**config.mk**
```make
export PLATFORM = sky130hd
export DESIGN_NAME = mesh_flit_serializer
export DESIGN_NICKNAME = d
export VERILOG_FILES = /design/src/rtl/mesh_flit_serializer.sv
export SDC_FILE = /design/constraint.sdc
export NUM_CORES = 1
export LEC_CHECK = 0
export CORE_ASPECT_RATIO = 0.5
export CORE_MARGIN = 1
export CORE_UTILIZATION = 30
export CTS_BUF_LIST = sky130_fd_sc_hd__clkbuf_4
export CTS_CLUSTER_DIAMETER = 50
export CTS_CLUSTER_SIZE = 14
export DETAILED_ROUTE_END_ITERATION = 10
export HOLD_SLACK_MARGIN = 0.02
export SYNTH_ARGS = -nofsm -noshare
export SYNTH_HDL_FRONTEND = slang
export SYNTH_SLANG_ARGS = --single-unit
export TNS_END_PERCENT = 10
```
**constraint.sdc**
```tcl
create_clock -name rt_clk -period 2.8 [get_ports rt_clk]
set_clock_uncertainty 0.2 [all_clocks]
set_input_delay 0.42 -clock rt_clk [delete_from_list [all_inputs] [get_ports rt_clk]]
set_output_delay 0.42 -clock rt_clk [all_outputs]
set_load 0.05 [all_outputs]
```
**src/rtl/mesh_flit_serializer.sv**
```systemverilog
// mesh_flit_serializer
//
// Source-side stage of the mesh link. Spike packets from the neuron-side packet
// generator are buffered in a small packet FIFO. Each packet is then serialized
// MS flit first onto the flit stream that feeds mesh_controller. A flit moves
// downstream on every rising edge where write_enable is high and receive_full
// is low. While receive_full is high, the flit, the valid flag and the shift
// state all hold.
//
// Ports:
//   rt_clk        in   single clock, rising edge
//   rt_reset      in   synchronous active-high reset
//   spike_packet  in   packet to enqueue
//   packet_valid  in   spike_packet is valid
//   packet_ready  out  FIFO can accept a packet (low while full or in reset)
//   receive_full  in   downstream cannot take a flit this cycle
//   flit_out      out  current flit (registered)
//   write_enable  out  flit_out is valid (registered)
//   fifo_count    out  packets buffered, not counting the one being serialized
//   busy          out  serializer is in the SEND state

module mesh_flit_serializer #(
  parameter int unsigned PACKET_WIDTH = 32,
  parameter int unsigned FLIT_WIDTH   = 4,
  parameter int unsigned FIFO_DEPTH   = 4
) (
  input  logic                          rt_clk,
  input  logic                          rt_reset,
  input  logic [PACKET_WIDTH-1:0]       spike_packet,
  input  logic                          packet_valid,
  output logic                          packet_ready,
  input  logic                          receive_full,
  output logic [FLIT_WIDTH-1:0]         flit_out,
  output logic                          write_enable,
  output logic [$clog2(FIFO_DEPTH):0]   fifo_count,
  output logic                          busy
);

  localparam int unsigned NFLITS = PACKET_WIDTH / FLIT_WIDTH;
  localparam int unsigned PTR_W  = $clog2(FIFO_DEPTH);
  localparam int unsigned CNT_W  = PTR_W + 1;
  localparam int unsigned FCNT_W = (NFLITS > 1) ? $clog2(NFLITS) : 1;

  typedef enum logic [0:0] {StIdle, StSend} state_e;

  // Packet FIFO storage and bookkeeping
  logic [PACKET_WIDTH-1:0] fifo_mem [FIFO_DEPTH];
  logic [PTR_W-1:0]        wr_ptr_q, wr_ptr_d;
  logic [PTR_W-1:0]        rd_ptr_q, rd_ptr_d;
  logic [CNT_W-1:0]        count_q, count_d;

  // Serializer state
  state_e                  state_q, state_d;
  logic [PACKET_WIDTH-1:0] shift_q, shift_d;
  logic [FCNT_W-1:0]       flit_cnt_q, flit_cnt_d;
  logic [FLIT_WIDTH-1:0]   flit_q, flit_d;
  logic                    we_q, we_d;

  logic                    fifo_full;
  logic                    fifo_empty;
  logic                    push;
  logic                    pop;
  logic                    transfer;
  logic                    last_flit;
  logic [PACKET_WIDTH-1:0] head;
  logic [PACKET_WIDTH-1:0] shifted;

  assign fifo_full  = (count_q == CNT_W'(FIFO_DEPTH));
  assign fifo_empty = (count_q == '0);

  // No push-through on a full FIFO, even when the same edge pops.
  assign packet_ready = !fifo_full && !rt_reset;
  assign push         = packet_valid && packet_ready;

  assign transfer  = we_q && !receive_full;
  assign last_flit = (flit_cnt_q == FCNT_W'(NFLITS - 1));
  assign head      = fifo_mem[rd_ptr_q];
  assign shifted   = shift_q << FLIT_WIDTH;

  // Next-state logic for the serializer. Pop decisions look only at the
  // registered count, so a packet pushed this edge is never bypassed.
  always_comb begin
    state_d    = state_q;
    shift_d    = shift_q;
    flit_cnt_d = flit_cnt_q;
    flit_d     = flit_q;
    we_d       = we_q;
    pop        = 1'b0;

    unique case (state_q)
      StIdle: begin
        we_d   = 1'b0;
        flit_d = '0;
        if (!fifo_empty) begin
          pop        = 1'b1;
          shift_d    = head;
          flit_cnt_d = '0;
          flit_d     = head[PACKET_WIDTH-1 -: FLIT_WIDTH];
          we_d       = 1'b1;
          state_d    = StSend;
        end
      end

      StSend: begin
        // Without a transfer everything holds (stall).
        if (transfer) begin
          if (!last_flit) begin
            shift_d    = shifted;
            flit_d     = shifted[PACKET_WIDTH-1 -: FLIT_WIDTH];
            flit_cnt_d = flit_cnt_q + FCNT_W'(1);
          end else if (!fifo_empty) begin
            // Chain straight into the next packet with no bubble.
            pop        = 1'b1;
            shift_d    = head;
            flit_cnt_d = '0;
            flit_d     = head[PACKET_WIDTH-1 -: FLIT_WIDTH];
            we_d       = 1'b1;
          end else begin
            shift_d    = '0;
            flit_cnt_d = '0;
            flit_d     = '0;
            we_d       = 1'b0;
            state_d    = StIdle;
          end
        end
      end

      default: begin
        state_d = StIdle;
        we_d    = 1'b0;
        flit_d  = '0;
      end
    endcase
  end

  // FIFO pointer and occupancy next-state
  always_comb begin
    wr_ptr_d = wr_ptr_q;
    rd_ptr_d = rd_ptr_q;
    count_d  = count_q;

    if (push) begin
      wr_ptr_d = wr_ptr_q + PTR_W'(1);
    end
    if (pop) begin
      rd_ptr_d = rd_ptr_q + PTR_W'(1);
    end

    case ({push, pop})
      2'b10:   count_d = count_q + CNT_W'(1);
      2'b01:   count_d = count_q - CNT_W'(1);
      default: count_d = count_q;
    endcase
  end

  // Storage is not reset; only the pointers and count define its contents.
  always_ff @(posedge rt_clk) begin
    if (push) begin
      fifo_mem[wr_ptr_q] <= spike_packet;
    end
  end

  always_ff @(posedge rt_clk) begin
    if (rt_reset) begin
      wr_ptr_q   <= '0;
      rd_ptr_q   <= '0;
      count_q    <= '0;
      state_q    <= StIdle;
      shift_q    <= '0;
      flit_cnt_q <= '0;
      flit_q     <= '0;
      we_q       <= 1'b0;
    end else begin
      wr_ptr_q   <= wr_ptr_d;
      rd_ptr_q   <= rd_ptr_d;
      count_q    <= count_d;
      state_q    <= state_d;
      shift_q    <= shift_d;
      flit_cnt_q <= flit_cnt_d;
      flit_q     <= flit_d;
      we_q       <= we_d;
    end
  end

  assign flit_out     = flit_q;
  assign write_enable = we_q;
  assign fifo_count   = count_q;
  assign busy         = (state_q == StSend);

endmodule

```
==> results.yml <==
final_layout:
  diodes: 0
  layout-drive-gt1-share_pct: 22.78
  seq_area_um2: 4770
  multi_input_area_um2: 1793
  stdcell_count: 761
  syn2layout_area_growth_pct: 16.96
  n_fill_cell: 2060
  final_net_count: 492
pwr:
  vdd_drop_max_v: 0.0003485
  power_density_nw_per_um2: 888.3
  power_mw: 6.989
  leakage_nw: 2.502
sta:
  finalHoldWorstSlack_ps: 168.6
  finalSetupViolCount: 0
  hold_viol: 0
  min_period_ps: 2659
  worst_slew_pin_slew_ps: 540.3
  max_freq_mhz: 376.1
  worst_slack_ps: 141.2
  period_share_pct: 94.96
  maxSlewViolCount: 0
  slew_headroom_pct: 63.92
  rsz0062_at_grt: "no"
  final.setup.tns_ps: 0
yosys:
  synthTopCellsByCount: "128 x edfxtp_1, 46 x dfxtp_1, 32 x mux4_2"
  yosysWarnings: 0
  synth-async-reset-ratio_pct: 0
  syn_inst: 390
  synth_top_cell_area_share_pct: 57.14
  ys_seq_area_share_pct: 70.83
  synth_edf_count: 128
  ys_ff_latch: 174
  avgSynthCellArea_um2: 17.25
  syn_nets: 434
  syn_area_um2: 6726
  synthDistinctLibCells: 42
  synthFlopType: "edfxtp_1"
  synth_most_common_cell: "edfxtp_1"
  ys_top_cells_by_area: "edfxtp_1 57%, dfxtp_1 14%, mux4_2 11%, a22oi_1 2.5%, a21oi_1 1.8%"
  synth_area_leader_cell: "edfxtp_1"
critical_path:
  reg2reg_depth: 10
  cp-start-kind: "flop"
  worstSetupPathType: "flop to output port"
  cp-end-kind: "output port"
  cp.arrival_ps: 2040
  crit_required_ps: 2180
  crit_fanout: 5
cts:
  cts.sinks: 174
  cts_root_buffer: "clkbuf_4"
  cts_max_level: 4
  clk_pin_slew_ps: 150
  clock_path_buffers: 2
  cts_tree: "done"
  clock_latency_ps: 530
  post-cts-setup-buffers: 0
  cts_made_buffers: 17
  postCtsHoldBufs: 0
placed_design:
  dp_cells: 729
  gp_congestion: 0.7045
  dp_hpwl_um: 8052
  pre_cts_slack_ps: 42.61
  port-buffer-count: 45
die:
  ios: 46
  die_h_um: 107.9
  fp-row-count: 38
  initial_core_util_pct: 30.82
  die_area_um2: 23060
  die_width_um: 213.8
  core_area_um2: 21820
drt:
  drt_iter0_drc: 197
  wl_per_cell_um: 16.89
  vias: 3490
  ant_nets: 0
  drtPass1Iterations: 5
  viasPerCell: 4.586
  drt_wl_total_um: 12850
  drc_errors: 0
min_path:
  hold_path_class: "input port to flop"
  whs_path_depth: 5
job:
  drv_cap: 0
outcome:
  status: "completed"
global_routing:
  overflow: 0
  grt_antenna_before_repair: 0
  grt_pass1_wl_um: 20380
  first_global_vias: 3618
  grt_max_degree: 45
  grtUsageTotal_pct: 11.97
-- critical path: stages (launching register included) --
cell	delay, ps
dfxtp_2	400
nor2_1	80
a21oi_1	200
clkdlybuf4s50_1	840
-- path summary, 6_finish.rpt --
check	slack, ps	from	endpoint
setup / recovery	140	fifo_count[0]$_SDFFE_PP0P_	packet_ready
hold / removal	170	rt_reset	wr_ptr_q[1]$_SDFFE_PP0P_
setup reg to reg	320	flit_cnt_q[0]$_SDFFE_PP0P_	fifo_count[2]$_SDFFE_PP0P_
hold reg to reg	260	shift_q[22]$_SDFFE_PP0P_	shift_q[22]$_SDFFE_PP0P_
-- final cells by class --
type	instances	area share, %
clock inverter	15	1.956
multi-input combinational	186	22.79
sequential	174	60.62
clock buffer	17	1.622
tap	300	4.771
timing repair buffer	61	7.856
inverter	8	0.3817
-- report_power, final --
group          switching, mW  leakage [nW]  internal, mW
combinational           1.33         0.813         0.930
sequential             0.212          1.54          3.13
clock                  0.917         0.148         0.471
-- cell usage in the layout, fill, tap and decap left out, types with 3 or more instances in the layout --
master,count
edfxtp_1,128
clkdlybuf4s50_1,43
dfxtp_1,42
mux4_2,32
a21oi_1,24
nor2_1,23
a22oi_1,22
nand2_1,21
clkbuf_4,17
buf_4,12
inv_1,7
and2_1,7
a221oi_2,7
nor3_2,7
ha_1,7
o21ai_0,5
dfxtp_2,4
inv_6,4
buf_12,4
nor3b_1,3
clkinv_4,3
-- flip-flops by register name, summed over array words and instances (netlist names), named ones only --
register,count
fifo_mem,128
shift_q,28
flit_out,4
fifo_count,3
flit_cnt_q,3
rd_ptr_q,2
wr_ptr_q,2
busy,1
write_enable,1
-- metrics by stage --
stage               area [um^2]  utilization, %
floorplan                  6733               -
global placement           7584           34.75
detailed placement         7584           34.75
CTS                        7865           36.04
global route               7868           36.05
finish                     7868           36.05
-- per-layer routing --
layer  vias to the layer above  routed length, um  share of wire (%)  GRT usage, %
met3                         7                531                4.1         2.830
met1                      1783               6127                 48         16.42
li1                       1642                  -                  -             -
met5                         -                  0                  0             0
met4                         0                 83               0.65         3.367
met2                        58               6111                 48         18.90
-- cells by family (layout without fill, tap and decap cells) --
family	Yosys count	in the layout	share of synthesized area, %
AO/OA/AOI/OAI	69	69	7.961
XOR/XNOR	4	4	0.5209
adder cells (fa/ha/maj)	8	8	1.600
buffers and inverters	30	101	2.511
flip-flops	174	174	70.83
multiplexers	33	33	10.86
AND/OR/NAND/NOR	72	72	5.711
-- repair_timing --
item / 4_1_cts / 5_1_grt
hold endpoints to repair: 0 / 0
gates resized for setup: 0 / 1
setup endpoints to repair: 0 / 1
Note: power is estimated with default switching activity, not from simulation.
